`src/rtl/video_pkg.sv`:
```
// Shared types and defaults for the video RAM arbiter and its posted write buffer.
package video_pkg;

    localparam int DEF_ADDR_W       = 12;
    localparam int DEF_DATA_W       = 8;
    localparam int DEF_STARVE_LIMIT = 64;

    typedef enum logic [2:0] {
        IDLE    = 3'd0,
        WR_WAIT = 3'd1,
        RD_WAIT = 3'd2,
        RD_DATA = 3'd3,
        ACK     = 3'd4
    } arb_state_t;

    function automatic logic is_wait_state(input arb_state_t s);
        return (s == WR_WAIT) || (s == RD_WAIT);
    endfunction

endpackage

```
`src/rtl/video_ram_wbuf.sv`:
```
// One-entry posted write buffer. An entry is not offered for draining in the cycle
// right after it is loaded, so a write reaches the RAM no earlier than the ack cycle + 1.
module video_ram_wbuf
    import video_pkg::*;
#(
    parameter int ADDR_W = DEF_ADDR_W,
    parameter int DATA_W = DEF_DATA_W
) (
    input  logic              clk,
    input  logic              reset,
    input  logic              load,
    input  logic [ADDR_W-1:0] ld_addr,
    input  logic [DATA_W-1:0] ld_data,
    input  logic              drain,
    input  logic [ADDR_W-1:0] cmp_addr,
    output logic              valid,
    output logic              drain_ok,
    output logic [ADDR_W-1:0] addr,
    output logic [DATA_W-1:0] data,
    output logic              hit
);

    logic              valid_q, valid_d;
    logic              fresh_q, fresh_d;
    logic [ADDR_W-1:0] addr_q, addr_d;
    logic [DATA_W-1:0] data_q, data_d;

    // Next-state of the buffer entry: load has precedence over drain.
    always_comb begin
        valid_d = valid_q;
        fresh_d = 1'b0;
        addr_d  = addr_q;
        data_d  = data_q;
        if (load) begin
            valid_d = 1'b1;
            fresh_d = 1'b1;
            addr_d  = ld_addr;
            data_d  = ld_data;
        end else if (drain) begin
            valid_d = 1'b0;
        end else begin
            valid_d = valid_q;
        end
    end

    // Buffer entry registers.
    always_ff @(posedge clk) begin
        if (reset) begin
            valid_q <= 1'b0;
            fresh_q <= 1'b0;
            addr_q  <= '0;
            data_q  <= '0;
        end else begin
            valid_q <= valid_d;
            fresh_q <= fresh_d;
            addr_q  <= addr_d;
            data_q  <= data_d;
        end
    end

    assign valid    = valid_q;
    assign drain_ok = valid_q & ~fresh_q;
    assign addr     = addr_q;
    assign data     = data_q;
    assign hit      = valid_q && (addr_q == cmp_addr);

endmodule

```
`src/rtl/video_ram_arbiter.sv`:
```
// Single-port video RAM arbiter: video reads always win the port, CPU ops use free
// cycles through a req/ack FSM backed by a one-entry posted write buffer.
module video_ram_arbiter
    import video_pkg::*;
#(
    parameter int ADDR_W       = DEF_ADDR_W,
    parameter int DATA_W       = DEF_DATA_W,
    parameter int STARVE_LIMIT = DEF_STARVE_LIMIT
) (
    input  logic              clk,
    input  logic              reset,
    input  logic              cpu_req,
    input  logic              cpu_we,
    input  logic [ADDR_W-1:0] cpu_addr,
    input  logic [DATA_W-1:0] cpu_din,
    output logic [DATA_W-1:0] cpu_dout,
    output logic              cpu_ack,
    output logic              cpu_starved,
    input  logic              vid_req,
    input  logic [ADDR_W-1:0] vid_addr,
    output logic [DATA_W-1:0] vid_dout,
    output logic              vid_valid,
    output logic              ram_en,
    output logic              ram_we,
    output logic [ADDR_W-1:0] ram_addr,
    output logic [DATA_W-1:0] ram_din,
    input  logic [DATA_W-1:0] ram_dout
);

    localparam int              CNT_W   = $clog2(STARVE_LIMIT + 1);
    localparam logic [CNT_W-1:0] LIMIT_C = CNT_W'(STARVE_LIMIT);

    arb_state_t        state_q, state_d;
    logic [DATA_W-1:0] cpu_dout_q, cpu_dout_d;
    logic              cpu_ack_q, cpu_ack_d;
    logic              starved_q, starved_d;
    logic              vid_valid_q, vid_valid_d;
    logic [CNT_W-1:0]  cnt_q, cnt_d;

    logic              wb_load_s, wb_valid_s, wb_drain_ok_s, wb_hit_s;
    logic              drain_s, rd_issue_s;
    logic [ADDR_W-1:0] wb_addr_s;
    logic [DATA_W-1:0] wb_data_s;

    video_ram_wbuf #(.ADDR_W(ADDR_W), .DATA_W(DATA_W)) u_wbuf (
        .clk      (clk),
        .reset    (reset),
        .load     (wb_load_s),
        .ld_addr  (cpu_addr),
        .ld_data  (cpu_din),
        .drain    (drain_s),
        .cmp_addr (cpu_addr),
        .valid    (wb_valid_s),
        .drain_ok (wb_drain_ok_s),
        .addr     (wb_addr_s),
        .data     (wb_data_s),
        .hit      (wb_hit_s)
    );

    // Free-slot use: a pending drain beats a CPU read issue; video beats both.
    assign drain_s    = ~vid_req & wb_drain_ok_s;
    assign rd_issue_s = ~vid_req & ~wb_valid_s & (state_q == RD_WAIT);

    // RAM port mux.
    always_comb begin
        ram_din = wb_data_s;
        if (vid_req) begin
            ram_en   = 1'b1;
            ram_we   = 1'b0;
            ram_addr = vid_addr;
        end else if (drain_s) begin
            ram_en   = 1'b1;
            ram_we   = 1'b1;
            ram_addr = wb_addr_s;
        end else if (rd_issue_s) begin
            ram_en   = 1'b1;
            ram_we   = 1'b0;
            ram_addr = cpu_addr;
        end else begin
            ram_en   = 1'b0;
            ram_we   = 1'b0;
            ram_addr = cpu_addr;
        end
    end

    // CPU FSM next state, read data capture and buffer load.
    always_comb begin
        state_d    = state_q;
        cpu_dout_d = cpu_dout_q;
        wb_load_s  = 1'b0;
        case (state_q)
            IDLE: begin
                if (cpu_req && cpu_we && !wb_valid_s) begin
                    wb_load_s = 1'b1;
                    state_d   = ACK;
                end else if (cpu_req && cpu_we) begin
                    state_d = WR_WAIT;
                end else if (cpu_req && wb_hit_s) begin
                    cpu_dout_d = wb_data_s;
                    state_d    = ACK;
                end else if (cpu_req) begin
                    state_d = RD_WAIT;
                end else begin
                    state_d = IDLE;
                end
            end
            WR_WAIT: begin
                if (!wb_valid_s) begin
                    wb_load_s = 1'b1;
                    state_d   = ACK;
                end else begin
                    state_d = WR_WAIT;
                end
            end
            RD_WAIT: begin
                if (rd_issue_s) begin
                    state_d = RD_DATA;
                end else begin
                    state_d = RD_WAIT;
                end
            end
            RD_DATA: begin
                cpu_dout_d = ram_dout;
                state_d    = ACK;
            end
            ACK:     state_d = IDLE;
            default: state_d = IDLE;
        endcase
    end

    // Ack pulse, stall counter and sticky starvation flag.
    always_comb begin
        cpu_ack_d   = (state_d == ACK);
        vid_valid_d = vid_req;
        if (!is_wait_state(state_q)) begin
            cnt_d = '0;
        end else if (cnt_q == LIMIT_C) begin
            cnt_d = cnt_q;
        end else begin
            cnt_d = cnt_q + CNT_W'(1);
        end
        if (cnt_d == LIMIT_C) begin
            starved_d = 1'b1;
        end else begin
            starved_d = starved_q;
        end
    end

    // Arbiter state and registered outputs.
    always_ff @(posedge clk) begin
        if (reset) begin
            state_q     <= IDLE;
            cpu_dout_q  <= '0;
            cpu_ack_q   <= 1'b0;
            starved_q   <= 1'b0;
            vid_valid_q <= 1'b0;
            cnt_q       <= '0;
        end else begin
            state_q     <= state_d;
            cpu_dout_q  <= cpu_dout_d;
            cpu_ack_q   <= cpu_ack_d;
            starved_q   <= starved_d;
            vid_valid_q <= vid_valid_d;
            cnt_q       <= cnt_d;
        end
    end

    assign cpu_dout    = cpu_dout_q;
    assign cpu_ack     = cpu_ack_q;
    assign cpu_starved = starved_q;
    assign vid_valid   = vid_valid_q;
    assign vid_dout    = ram_dout;

endmodule

```
`config.mk`:
```
export PLATFORM = sky130hd
export DESIGN_NAME = video_ram_arbiter
export DESIGN_NICKNAME = d
export VERILOG_FILES = /design/src/rtl/video_pkg.sv /design/src/rtl/video_ram_wbuf.sv /design/src/rtl/video_ram_arbiter.sv
export SDC_FILE = /design/constraint.sdc
export NUM_CORES = 1
export LEC_CHECK = 0
export CORE_MARGIN = 1
export CORE_UTILIZATION = 48
export DETAILED_ROUTE_END_ITERATION = 16
export GPL_ROUTABILITY_DRIVEN = 0
export MAX_ROUTING_LAYER = met4
export PLACE_DENSITY = 0.86
export SYNTH_ARGS = -nofsm -noshare
export SYNTH_HDL_FRONTEND = slang
export SYNTH_SLANG_ARGS = --single-unit
```
`constraint.sdc`:
```
create_clock -name clk -period 3.95 [get_ports clk]
set_input_delay 0.5925 -clock clk [delete_from_list [all_inputs] [get_ports clk]]
set_output_delay 0.5925 -clock clk [all_outputs]
set_load 0.01 [all_outputs]
```
== Word level (Yosys, flattened, before mapping) ==
Cells that the tools add are included.
Storage, ports and cells
  flip-flop bits (word level): 43
  output and inout bits: 41
  logic and storage cells: 64
Operators by class
  add/subtract/negate cells: 1
  equality and inequality tests: 10
  mux-type cells: 26
  bitwise operators: 7
  reductions and logical operators: 10
Operator list (number)
  two-way mux 12 bit: 2
  two-way mux 8 bit: 3
  case mux 8 bit (2 select lines): 1
  equality test 7 bit (second input constant): 2
  two-way mux 7 bit: 2
  equality test 12 bit: 1
  two-way mux 3 bit: 4
  case mux 3 bit (4 select lines): 1
  two-way mux 1 bit: 11
  adder 7 x 1 -> 7 bit (second input constant): 1
  equality test 3 x 2 -> 1 bit (second input constant): 2
  != test 2 bit (second input constant): 3
  AND 1 bit: 4
  logical AND 1 bit: 4
  AND reduction 4 bit: 1
  nonzero test 2 bit: 2
  equality test 3 x 1 -> 1 bit (second input constant): 1
  equality test 3 bit (second input constant): 1
  logical NOT 3 bit: 1
  NOT 1 bit: 3
  two-way mux 2 bit: 1
  case mux 1 bit (2 select lines): 1
  logical NOT 1 bit: 1
  logical OR 1 bit: 1

== Depth between registers and ports, before layout ==
Gate-level depths: netlist of the first run.
  depth in word-level cells: 8
  gate-level depth with buffers: 7

== Modules after synthesis ==
Synthesis of the first run repeated with hierarchy kept, for this count alone.
Unflattened totals
  cell total of the unflattened synthesis: 269
  area total of the unflattened synthesis: 2377.3 µm²
By module, submodules not included
  video_ram_arbiter: instances 1, cells each 180, area each 1460.2 µm², seq. area each 420.4 µm²
  video_ram_wbuf: instances 1, cells each 89, area each 917.1 µm², seq. area each 440.4 µm²

== Worst setup path after synthesis of the first run ==
No wires, ideal clock.
  path kind: input to output
  start point: input port vid_req
  end point: output port ram_en
  data arrival time: 1.302 ns
  required time: 3.357 ns
  path slack: 2.055 ns
  stages on the path: 4
  path buffers: 2
  cells stage by stage: clkbuf_1 > clkbuf_1 > inv_1 > o211ai_1
On the way
  cells in the longest elaborated chain, start to end: 6
  elaborated cells on any way between the ends: 7
Ends and longest elaborated chain
  start, declared: line video_ram_arbiter.sv:19  | input logic vid_req,
  NOT 1 bit: line video_ram_arbiter.sv:61, video_ram_arbiter.sv:62
  AND 1 bit (2 in series): line video_ram_arbiter.sv:62  | assign rd_issue_s = ~vid_req & ~wb_valid_s & (state_q == RD_WAIT);
  two-way mux 1 bit: line video_ram_arbiter.sv:75  | end else if (rd_issue_s) begin
  two-way mux 1 bit: line video_ram_arbiter.sv:71  | end else if (drain_s) begin
  two-way mux 1 bit *: line video_ram_arbiter.sv:67  | if (vid_req) begin
  end, declared: line video_ram_arbiter.sv:23  | output logic ram_en,
Every way passes the cells marked *; elsewhere a longest branch is shown, timed or not.

== Worst setup path in the final report of the first run ==
Same ends and word-level chain as after synthesis.

==> metrics.md, run 1 <==
| Metric | Value |
|---|---|
| Starting density of the core | 0.512 |
| Final worst-path cycle share | 0.764 |
| Fin crit period | 3.02 ns |
| Dpl ws | 0.946 ns |
| Synth Flop Type | dfxtp_1 |
| Share of layout cells above drive strength 1 | 0.0564 |
| Netlist cell types | 42 |
| Hold Buf Count CTS | 0 |
| Seq pwr share | 0.451 |
| Via Count | 2130 |
| Clock root cell | clkbuf_8 |
| Seq/Total Area, Yosys | 0.376 |
| Worst slew pin tran | 0.857 ns |
| Static leakage | 1.23 nW |
| Slowest stage delay, CP | 0.99 ns |
| Final max-slew violation count | 0 |
| Yosys top cell by area | dfxtp_1 |
| Number of synthesized register bits | 43 |
| Area of the core | ~4500 um2 |
| All-Layer GR Usage | 0.240 |
| Failing checks | DRC |
| DRC viols | 4 |
| Net count after synthesis | 314 |
| Antenna-violating nets left | 0 |
| Path depth of the worst reg2reg path | 7 |
| Clk_lat worst skew | 0.30 ns |
| F_max | 331 MHz |
| Hold Crit Depth | 2 |
| Status | finished, violations left |
| Clock power frac | 0.315 |
| Critical path buffers and inverters | 3 |
| CP endpoint kind | output port |
| Asr flop ratio synth | 0 |
| DP HPWL | 3980 um |
| Clock sinks | 43 |
| Syn Area/Cell | ~8.6 um2 |
| Reg-to-reg startpoint | cnt_q[1] |
| Die X | ~71 um |
| Worst Path Arrival | 2.42 ns |
| Critical path's top delay family | buffers and inverters |
| DRT iter0 DRCs | 144 |
| Slowest cell on crit path | clkdlybuf4s50_1 |
| RSZ-0062 raised after global routing | false |
| Pwr Density | roughly 330 nW/um2 |
| Pre-antenna DRT Iters | 10 |
| Reg-to-reg slack, setup | 1.99 ns |
| Ant diodes | 0 |
| Routed WL | 5490 um |
| Top Ports | 86 |
| CP Max Fanout | 27 |
| Worst EP required | 3.36 ns |
| Logic pwr share | 0.234 |
| Worst Skew | 0.00836 ns |
| Reg clk slew, reported paths | roughly 0.070 ns |
| Final setup violation count | 0 |
| Sw Share | 0.268 |
| Max-Cap Viols | 0 |
| Max IR drop VDD | 0.224 mV |
| CP most frequent cell | clkdlybuf4s50_1 |
| Crit path launch type | primary input |
| DIE AREA | between 5000 and 6000 um2 |
| CP Cell Sequence | clkdlybuf4s50_1, inv_1, o211ai_1, clkdlybuf4s50_1 |
| Routed WL per cell | 14.1 um |
| Vias/cell | 5.48 |
| Synth area leaders | dfxtp_1 38%, mux2i_1 12%, nand2_1 6.6%, a22oi_1 5.2%, xnor2_1 3.8% |
| Post_cts resized | 0 |
| Final worst slack | 0.933 ns |
| Die height | 71.1 um |
| Yosys warns | 0 |
| First-pass GRT wire length | about 9200 um |
| Grt ovf | 0 |
| Tot Pwr | 0.00106 W |
| Post-Synthesis Cell Area | 2290 um2 |
| R2R Path End | cpu_starved |
| Post-synth EDFFs | 0 |
| Internal | 0.000776 W |
| Vias in the first global route | roughly 2000 |
| Setup TNS | 0 ns |
| Port bufs | 85 |
| Layout Area Growth over Synthesis | 40.1% |
| Final net count | 384 |
| Largest net degree at the start of global routing | 28 |
| CTS max path bufs | 2 |
| Hold Path Sink | u_wbuf.addr[9] |
| Row Count | 24 |
| CP startpoint | vid_req |
| Worst Min Path Start | u_wbuf.addr[9] |
| CTS buffer count | 5 |
| Worst setup path class | in2out |
| Synth top area share | 0.376 |
| Slew margin rel. | 0.429 |
| Post-CTS Repair Setup Buffers | 0 |
| Worst Hold Class | reg2reg |
| CTS tree | yes |
| Gate count of the mapped netlist | 267 |
| Net Sw Power | ~0.00028 W |
| Final Hold Viols | 0 |
| CTS H-Tree Depth | 2 |
| Initial antenna violation count | 0 |
kinds of logic (layout without fill, tap and decap cells):
group,count (synthesis),after routing,share of synthesized area
AO/OA/AOI/OAI,55,55,0.155
XOR/XNOR,17,17,0.0650
adder cells (fa/ha/maj),2,2,0.0109
buffers and inverters,30,100,0.0667
flip-flops,43,43,0.376
multiplexers,28,28,0.122
AND/OR/NAND/NOR,92,92,0.204
placed cells by master, fill, tap and decap left out, drive strengths merged, types with 2 or more instances in the layout:
| cell | count |
|---|---|
| a211o | 2 |
| a21oi | 15 |
| a22oi | 16 |
| a311oi | 3 |
| buf | 3 |
| clkbuf | 5 |
| clkdlybuf4s50 | 85 |
| dfxtp | 43 |
| ha | 2 |
| inv | 5 |
| mux2i | 28 |
| nand2 | 42 |
| nand2b | 4 |
| nand3 | 4 |
| nand4 | 2 |
| nor2 | 20 |
| nor2b | 2 |
| nor3 | 7 |
| nor4 | 5 |
| o21ai | 14 |
| xnor2 | 10 |
| xor2 | 7 |
layout make-up:
cell class	count	area [um2]
clock inverter	2	37.5
inverter	5	18.8
multi-input combinational	194	1280
clock buffer	5	68.8
fill	348	1270
timing repair buffer	88	873
tap	52	65.1
sequential	43	861
flip-flops by register name, indices dropped and copies added, names as in the netlist:
register / count
u_wbuf.fresh_q: 1
state_q: 3
cpu_ack: 1
vid_valid: 1
u_wbuf.data: 8
cpu_dout: 8
cpu_starved: 1
u_wbuf.addr: 12
u_wbuf.valid: 1
cnt_q: 7
worst reg2reg max path: cells and delay by family (launching register included):
kind | cells | cell delay, ns
simple gates | 2 | 0.75
buf+inv | 1 | 0.12
compound gates | 3 | 0.52
fa+ha+maj | 1 | 0.15
flops | 1 | 0.38
synth_stat cells (3+ instances only):
| master | n |
|---|---|
| nor3_1 | 7 |
| buf_4 | 8 |
| dfxtp_1 | 43 |
| mux2i_1 | 28 |
| xor2_1 | 7 |
| nor2_1 | 19 |
| a22oi_1 | 16 |
| o21ai_1 | 9 |
| inv_1 | 4 |
| nand2b_1 | 4 |
| o21ai_0 | 5 |
| a21oi_1 | 15 |
| nand2_1 | 40 |
| xnor2_1 | 10 |
| nand3_1 | 4 |
| clkbuf_1 | 13 |
| a311oi_1 | 3 |
worst max path at each step:
stage,slack [ns],to,cells after the start
CTS,0.94,ram_en,4
global placement,0.98,ram_en,4
detailed placement,0.95,ram_en,4
floorplan,2.06,ram_en,4
finish,0.93,ram_en,4
global route,0.76,ram_en,4
metal layers:
| metal | global-route usage | share of wire | routed length, um | vias to the layer above |
|---|---|---|---|---|
| li1 | - | - | - | 1064 |
| met1 | 0.283 | 0.44 | 2390 | 997 |
| met3 | 0.0684 | 0.061 | 333 | 8 |
| met5 | - | 0 | 0 | - |
| met4 | 0.0933 | 0.015 | 85 | 0 |
| met2 | 0.390 | 0.49 | 2680 | 61 |
per-stage QoR:
| stage | instances | area (um2) | hold WS (ns) | utilization |
|---|---|---|---|---|
| after floorplan | 267 | 2290 | 0.436 | - |
| after global placement | 382 | 3100 | 0.444 | 0.693 |
| after detailed placement | 382 | 3100 | 0.448 | 0.693 |
| after CTS | 389 | 3210 | 0.459 | 0.717 |
| after global routing | 389 | 3210 | 0.483 | 0.717 |
| final | 389 | 3210 | 0.457 | 0.717 |
power by group through the flow:
| stage | Sequential [W] | Combinational [W] | Clock [W] |
|---|---|---|---|
| floorplan | 0.000485 | 0.000131 | 0 |
| global placement | 0.000487 | 0.000244 | 0 |
| detailed placement | 0.000488 | 0.000248 | 0 |
| CTS | 0.000478 | 0.000249 | 0.000344 |
| global route | 0.000482 | 0.000270 | 0.000359 |
| finish | 0.000478 | 0.000248 | 0.000334 |
(Power assumes the default switching activity.)
==> inputs of run 2 (changes only) <==
--- a/config.mk
+++ b/config.mk
@@ -6,11 +6,11 @@
 export NUM_CORES = 1
 export LEC_CHECK = 0
 export CORE_MARGIN = 1
-export CORE_UTILIZATION = 48
+export CORE_UTILIZATION = 40
 export DETAILED_ROUTE_END_ITERATION = 16
 export GPL_ROUTABILITY_DRIVEN = 0
 export MAX_ROUTING_LAYER = met4
-export PLACE_DENSITY = 0.86
+export PLACE_DENSITY = 0.76
 export SYNTH_ARGS = -nofsm -noshare
 export SYNTH_HDL_FRONTEND = slang
 export SYNTH_SLANG_ARGS = --single-unit
==> constraint.sdc (replaced) <==
create_clock -name clk -period 2.5 [get_ports clk]
set_input_delay 0.375 -clock clk [delete_from_list [all_inputs] [get_ports clk]]
set_output_delay 0.375 -clock clk [all_outputs]
set_load 0.01 [all_outputs]
==> run 2 against run 1 <==
Effect of this change: the flow now finishes without violations; sequential share of layout area down 0.46 points; register-to-register slack worse by 1.4 ns; clock power up 37%; routed wire length down 1.8%; critical path depth down 1; die area up 19%; design area up 1.8%; largest cell class unchanged.
==> metrics.md, run 2 (synthesized netlist as in run 1, its figures left out) <==
| Metric | Value |
|---|---|
| Final Hold Viols | 0 |
| Row Count | 27 |
| Post-route cell area | roughly 3300 um2 |
| Max reg flops | 12 |
| Slew margin rel. | 0.528 |
| Clock root cell | clkbuf_8 |
| Cell Area, Placed | 3170 um2 |
| Reg clk slew, reported paths | 0.09 ns |
| First-pass GRT wire length | 9170 um |
| Critical path buffers and inverters | 1 |
| CTS buffer count | 5 |
| RSZ-0062 raised after global routing | false |
| Worst setup path class | reg2out |
| Reg-to-reg startpoint | cnt_q[1] |
| Final max-slew violation count | 0 |
| Clk_lat worst skew | 0.30 ns |
| Area of the multi-input gates | 1280 um2 |
| Die height | 77.7 um |
| DIE AREA | 6030 um2 |
| Worst Hold Class | reg2reg |
| Worst Path Arrival | 2.04 ns |
| FILL cells | 481 |
| Grt ovf | 0 |
| Post-CTS Repair Setup Buffers | 0 |
| Max IR drop VDD | 0.268 mV |
| Hold Path Sink | u_wbuf.addr[9] |
| Starting density of the core | 0.416 |
| Fin crit period | 2.41 ns |
| Port bufs | 85 |
| Routed WL per cell | 13.0 um |
| Area of the core | 5510 um2 |
| Worst Skew | approximately 0.0071 ns |
| CTS H-Tree Depth | 2 |
| Die X | 77.7 um |
| Most common cell after layout, fill and taps aside | clkdlybuf4s50_1 |
| Final worst-path cycle share | 0.965 |
| CP endpoint kind | output port |
| CTS max path bufs | 2 |
| Critical path's top delay family | buffers and inverters |
| Vias/cell | 5.13 |
| DRT iter0 DRCs | 75 |
| Reg-to-reg slack, setup | 0.57 ns |
| Post_cts resized | 0 |
| Pwr Density | 493 nW/um2 |
| Worst Min Path Start | u_wbuf.addr[9] |
| Slowest stage delay, CP | 0.58 ns |
| DP HPWL | around 4000 um |
| Worst hold margin | 0.461 ns |
| R2R Path End | cpu_starved |
| Layout Area Growth over Synthesis | 42.5% |
| Largest net degree at the start of global routing | 21 |
| Worst EP required | 2.12 ns |
| Hold Buf Count CTS | 0 |
| Ant diodes | 0 |
| Pre-antenna DRT Iters | 4 |
| Final net count | 390 |
| Static leakage | about 1.3 nW |
| Setup TNS | 0 ns |
| CP Cell Sequence | or3b_1, o211ai_1, clkdlybuf4s50_1 |
| Vias in the first global route | 2041 |
| Slowest cell on crit path | clkdlybuf4s50_1 |
| CTS tree | yes |
| F_max | 414 MHz |
| Tot Pwr | 0.00161 W |
| Status | completed |
| Antenna-violating nets left | 0 |
| Path depth of the worst reg2reg path | 7 |
| Initial antenna violation count | 0 |
| Hold Crit Depth | 2 |
| DRC viols | 0 |
| Via Count | 2132 |
| Worst slew pin tran | 0.707 ns |
| Routed WL | 5390 um |
| Top Ports | 86 |
| Clock sinks | 43 |
| Register Area | approximately 860 um2 |
| Crit path launch type | flop |
| CP Max Fanout | 6 |
| Share of layout cells above drive strength 1 | 0.0756 |
| Max-Cap Viols | 0 |
| Final setup violation count | 0 |
| Leading cell types in the layout, fill and taps excluded | 85 x clkdlybuf4s50_1, 43 x dfxtp_1, 40 x nand2_1 |
| All-Layer GR Usage | 0.191 |
-- run 2: changes by cell type in the layout (fill, tap and decap cells not counted) --
cell,before,now
clkinvlp_4,1,2
inv_6,0,1
bufinv_16,1,0
buf_4,3,9
-- run 2: worst max-delay path by stage --
stage	from	endpoint	depth (start not counted)
6_report	state_q[1]	ram_en	3
5_1_grt	u_wbuf.valid	ram_addr[3]	5
4_1_cts	state_q[1]	ram_en	3
3_5_place_dp	vid_req	ram_addr[9]	5
3_3_place_gp	vid_req	ram_addr[2]	5
2_1_floorplan	u_wbuf.valid	ram_addr[10]	5
-- run 2: cell type report --
| type | count | area share |
|---|---|---|
| clock inverter | 3 | 0.00729 |
| clock buffer | 5 | 0.0211 |
| multi-input combinational | 194 | 0.393 |
| inverter | 5 | 0.00575 |
| tap | 72 | 0.0276 |
| timing repair buffer | 94 | 0.281 |
| sequential | 43 | 0.264 |
-- run 2: power by group --
group	total, W	internal (W)	switching (W)
Sequential	0.000755	0.000719	0.0000359
Clock	0.000456	0.000200	0.000257
Combinational	0.000398	0.000222	0.000176
Total	0.00161	0.00114	0.000468
-- run 2: per-layer routing --
metal	vias to the layer above	share of wire	GRT usage
li1	1081	-	-
met1	980	0.46	0.238
met2	69	0.47	0.310
met3	2	0.063	0.0447
met4	0	0.0024	0.0509
met5	-	0	-
-- run 2: worst min-delay path: stages (launching register included) --
cell     delay (ns)
dfxtp_1        0.32
nand2_1        0.05
a21oi_1        0.05
-- run 2: per-stage QoR --
| step | util | cells | setup slack, ns |
|---|---|---|---|
| 3_5_place_dp | 0.576 | 408 | 0.240 |
| 3_3_place_gp | 0.576 | 408 | 0.275 |
| 5_1_grt | 0.593 | 416 | 0.0168 |
| 6_report | 0.593 | 416 | 0.0874 |
| 4_1_cts | 0.593 | 416 | 0.0841 |
| 2_1_floorplan | - | 267 | 0.853 |
==> patch 1: new RTL, flow settings as in run 2 <==
The package constant `DEF_ADDR_W` goes from 12 to 13.
--- a/src/rtl/video_pkg.sv
+++ b/src/rtl/video_pkg.sv
@@ -1,7 +1,7 @@
 // Shared types and defaults for the video RAM arbiter and its posted write buffer.
 package video_pkg;
 
-    localparam int DEF_ADDR_W       = 12;
+    localparam int DEF_ADDR_W       = 13;
     localparam int DEF_DATA_W       = 8;
     localparam int DEF_STARVE_LIMIT = 64;
 
Interface: changed (resized cpu_addr, ram_addr and vid_addr); port bits go from 86 to 89. No check against the original RTL was run, so the function may have changed too.
==> patch 1 against run 2 <==
Clock power rose by 17%; critical path depth did not move; clock skew rose by 0.0030 ns; design area grew 3.1%; sequential cell count rose by 1; routed wire length up 5.4%; area after synthesis increased by 2.7%; worst setup slack gained 0.0085 ns; global-route usage up 0.89 points; die area rose by 2.7%; total power rose by 5.9%; cell count grew 1.7%; fmax grew 0.36%.
==> patch 1: results (changes against run 2) <==
stage,metric,value,unit,change
critical_path,r2r-start,cnt_q[2],,was cnt_q[1]
layout,ff_latch_area,882,sq um,was 861 sq um
placed_design,placed_area,3260,sq um,was 3170 sq um
sta,fin_ws,0.0959,ns,was 0.0874 ns
sta,tightest_slew,0.486,ns,was 0.707 ns
routing,wl_met3,202,um,was 342 um
yosys,synth.distinct_cells,40,,was 42
routing,dr.first_iter.drc_count,70,,was 75
placed_design,dp_cells,415,,was 408
power_and_ir_drop,peakVddDrop,0.249,mV,was 0.268 mV
routing,vias_per_cell,4.96,,was 5.13
yosys,synthMuxAreaShare,14.9,%,was 12.2%
grt,met2_usage,32.6,%,was 31.0%
layout,fill_cells,534,,was 481
placed_design,portBuffers,88,,was 85
grt,grt_use_total,20.0,%,was 19.1%
routing,route.met2.wl,2760,um,was 2560 um
power_and_ir_drop,power.internal,1.26,mW,was 1.14 mW
hold_path,worstHoldStart,cpu_dout[2],,was u_wbuf.addr[9]
yosys,syn-instance-count,270,,was 267
grt,grt_first_pass_wirelength,9550,um,was 9170 um
power_and_ir_drop,switching_share,25.9,%,was 29.1%
grt,grt_max_degree,32,,was 21
sta,finalClockSkew,0.0101,ns,was 0.00713 ns
yosys,synth-xor-area-share,6.33,%,was 6.50%
critical_path,reg2reg_slack,0.65,ns,was 0.57 ns
grt,grtUsageMet3,3.84,%,was 4.47%
status,outcome,"complete, no violations",,unchanged
yosys,netlist_top_cells_count,"dfxtp_1 (44), nor2_1 (39), mux2i_1 (34), nand2_1 (31), o21ai_0 (14)",,"was dfxtp_1 (43), nand2_1 (40), mux2i_1 (28), nor2_1 (19), a22oi_1 (16)"
yosys,synth_fa_ha_area_share,1.06,%,was 1.09%
power_and_ir_drop,powerSeq,768,uW,was 755 uW
placed_design,post-dp-hpwl,4330,um,was 4000 um
layout,drive_gt1_share,7.69,%,was 7.56%
[patch 1: cell types whose count changed in the layout (fill, tap and decap cells not counted), sizes merged, moves of 7 or more]
cell,change
a22oi,-16
a21oi,-9
nor2,+19
o211ai,+7
nand2,-11
[patch 1: final cells by class]
| cell class | instances | area share [%] |
|---|---|---|
| inverters | 6 | 0.669 |
| clock buffers | 6 | 2.16 |
| flip-flops and latches | 44 | 26.2 |
| repair buffers | 96 | 28.3 |
| multi-input cells | 197 | 38.9 |
| well taps | 72 | 2.68 |
| clock inverters | 2 | 1.04 |
[patch 1: kinds of logic after synthesis]
group,count (synthesis)
muxes,35
buffers and inverters,29
xor gates and xnor gates,17
adders and majority gates,2
and+or+nand+nor,105
DFF,44
AOI/OAI and AO/OA,38
[patch 1: critical path, stage by stage, from the launching register on]
cell and delay (ns):
dfxtp_1 0.47, or3b_2 0.51, o211ai_1 0.17, clkdlybuf4s50_1 0.58
==> patch 2: new RTL, flow settings as in run 2 <==
Without the edit above. Encoding of `arb_state_t`: now one-hot (5 bits for 5 states).
--- a/src/rtl/video_pkg.sv
+++ b/src/rtl/video_pkg.sv
@@ -5,12 +5,12 @@
     localparam int DEF_DATA_W       = 8;
     localparam int DEF_STARVE_LIMIT = 64;
 
-    typedef enum logic [2:0] {
-        IDLE    = 3'd0,
-        WR_WAIT = 3'd1,
-        RD_WAIT = 3'd2,
-        RD_DATA = 3'd3,
-        ACK     = 3'd4
+    typedef enum logic [4:0] {
+        IDLE    = 5'b00001,
+        WR_WAIT = 5'b00010,
+        RD_WAIT = 5'b00100,
+        RD_DATA = 5'b01000,
+        ACK     = 5'b10000
     } arb_state_t;
 
     function automatic logic is_wait_state(input arb_state_t s);
Check against the original RTL: same outputs for any inputs over 10 cycles, from zero or initial values and one cycle with reset high; not proved beyond that.
==> patch 2 against run 2 <==
Routed wire length is essentially flat; utilization grew 0.22 points; area after synthesis grew 3.9%; sequential power grew 2.9%; clock skew shrank 0.0035 ns; cell count shrank 1.4%; sequential share of layout area grew 0.63 points; register-to-register slack lost 0.02 ns; sequential cell count grew 2; worst setup slack gained 0.14 ns; critical path depth grew 1; largest power group unchanged; total power grew 6.2%; design area grew 2.2%; fmax grew 6.4%.
==> patch 2: results (changes against run 2) <==
stage,metric,value,unit,change
yosys,netlist_top_cells_count,"dfxtp_1 (45), mux2i_1 (41), nor2_1 (32), o21ai_0 (19), nand2_1 (18)",,"was dfxtp_1 (43), nand2_1 (40), mux2i_1 (28), nor2_1 (19), a22oi_1 (16)"
routing,vias_per_cell,4.99,,was 5.13
sta,max-slew-margin-rel,65.4,%,was 52.8%
grt,grt_max_degree,30,,was 21
power_and_ir_drop,seqPwrFrac,45.5,%,was 46.9%
routing,drt-total-wl,5390,um,about the same
sta,finalClockSkew,0.00368,ns,was 0.00713 ns
routing,wl_met1,2360,um,was 2480 um
critical_path,slowest_delay,0.56,ns,was 0.58 ns
yosys,synth_nets,310,,was 314
yosys,synth_area_leaders,"dfxtp_1 (38%), mux2i_1 (17%), xnor2_1 (5.2%)",,"was dfxtp_1 (38%), mux2i_1 (12%), nand2_1 (6.6%)"
layout,layout.nets,384,,was 390
critical_path,r2r_end,cpu_dout[3],,was cpu_starved
layout,drive_gt1_share,5.62,%,was 7.56%
power_and_ir_drop,p_clk,550,uW,was 456 uW
power_and_ir_drop,power.internal,1.27,mW,was 1.14 mW
sta,whs,0.467,ns,was 0.461 ns
power_and_ir_drop,peakVddDrop,0.302,mV,was 0.268 mV
critical_path,r2r_cells,4,,was 7
yosys,seq_area_frac_synth,37.9,%,was 37.6%
status,outcome,"complete, no violations",,unchanged
routing,wl_met3,280,um,was 342 um
yosys,synth.distinct_cells,40,,was 42
grt,grt_first_pass_wirelength,9090,um,was 9170 um
power_and_ir_drop,cellLeakagePower,1.27,nW,was 1.25 nW
hold_path,whs_endpoint,cpu_starved,,was u_wbuf.addr[9]
critical_path,cp.arrival,1.89,ns,was 2.04 ns
critical_path,reg2reg_slack,0.55,ns,was 0.57 ns
grt,grt_use_total,19.1,%,about the same
routing,dr.first_iter.drc_count,66,,was 75
placed_design,post-dp-hpwl,3980,um,was 4000 um
grt,grt_pass1_vias,2005,,was 2041
critical_path,r2r-start,state_q[0],,was cnt_q[1]
hold_path,worstHoldStart,cpu_starved,,was u_wbuf.addr[9]
==> patch 2: changes by cell type after synthesis, moves of 7 or more <==
cell	run 2	this run
nand2_1	40	18
nor2_1	19	32
mux2i_1	28	41
a21oi_1	15	8
a22oi_1	16	0
o31ai_1	0	8
o21ai_0	5	19
o21ai_1	9	0
==> patch 2: worst max path at each step <==
stage                 start            to
5_1_grt          state_q[4]        ram_en
3_5_place_dp        vid_req   ram_addr[6]
6_report         state_q[4]        ram_en
4_1_cts          state_q[4]        ram_en
2_1_floorplan  u_wbuf.valid   ram_addr[0]
3_3_place_gp        vid_req  ram_addr[11]
==> patch 2: final cells by class <==
cell class                 instances  area (sq um)
multi-input combinational        191          1310
sequential                        45           901
clock buffer                       6          72.6
tap                               72          90.1
clock inverter                     2          38.8
timing repair buffer              91           908
inverter                           3          11.3
fill                             520          2270
==> patch 2: per-layer routing <==
metal  GRT usage, %  up-vias
met1           22.5      932
met4           7.27        0
met3           4.83        8
met2           31.4       46
li1               -     1061
met5              -        -
==> patch 2: cell families after synthesis <==
kind of cell             synth area share [%]
XOR/XNOR                                 6.99
flip-flops                               37.9
adder cells (fa/ha/maj)                  1.05
AO/OA/AOI/OAI                            10.4
AND/OR/NAND/NOR                          19.4
multiplexers                             17.2
buffers and inverters                    7.04
==> patch 2: metrics by stage <==
stage / utilization (%) / setup WS [ns] / area, sq um / std cells / power, mW
final: 59.5 / 0.232 / 3340 / 410 / 1.71
after global placement: 57.5 / 0.327 / 3220 / 402 / 1.17
after CTS: 59.5 / 0.218 / 3340 / 410 / 1.73
after detailed placement: 57.5 / 0.279 / 3220 / 402 / 1.18
after global routing: 59.5 / 0.134 / 3340 / 410 / 1.80
after floorplan: - / 0.711 / 2380 / 263 / 0.999
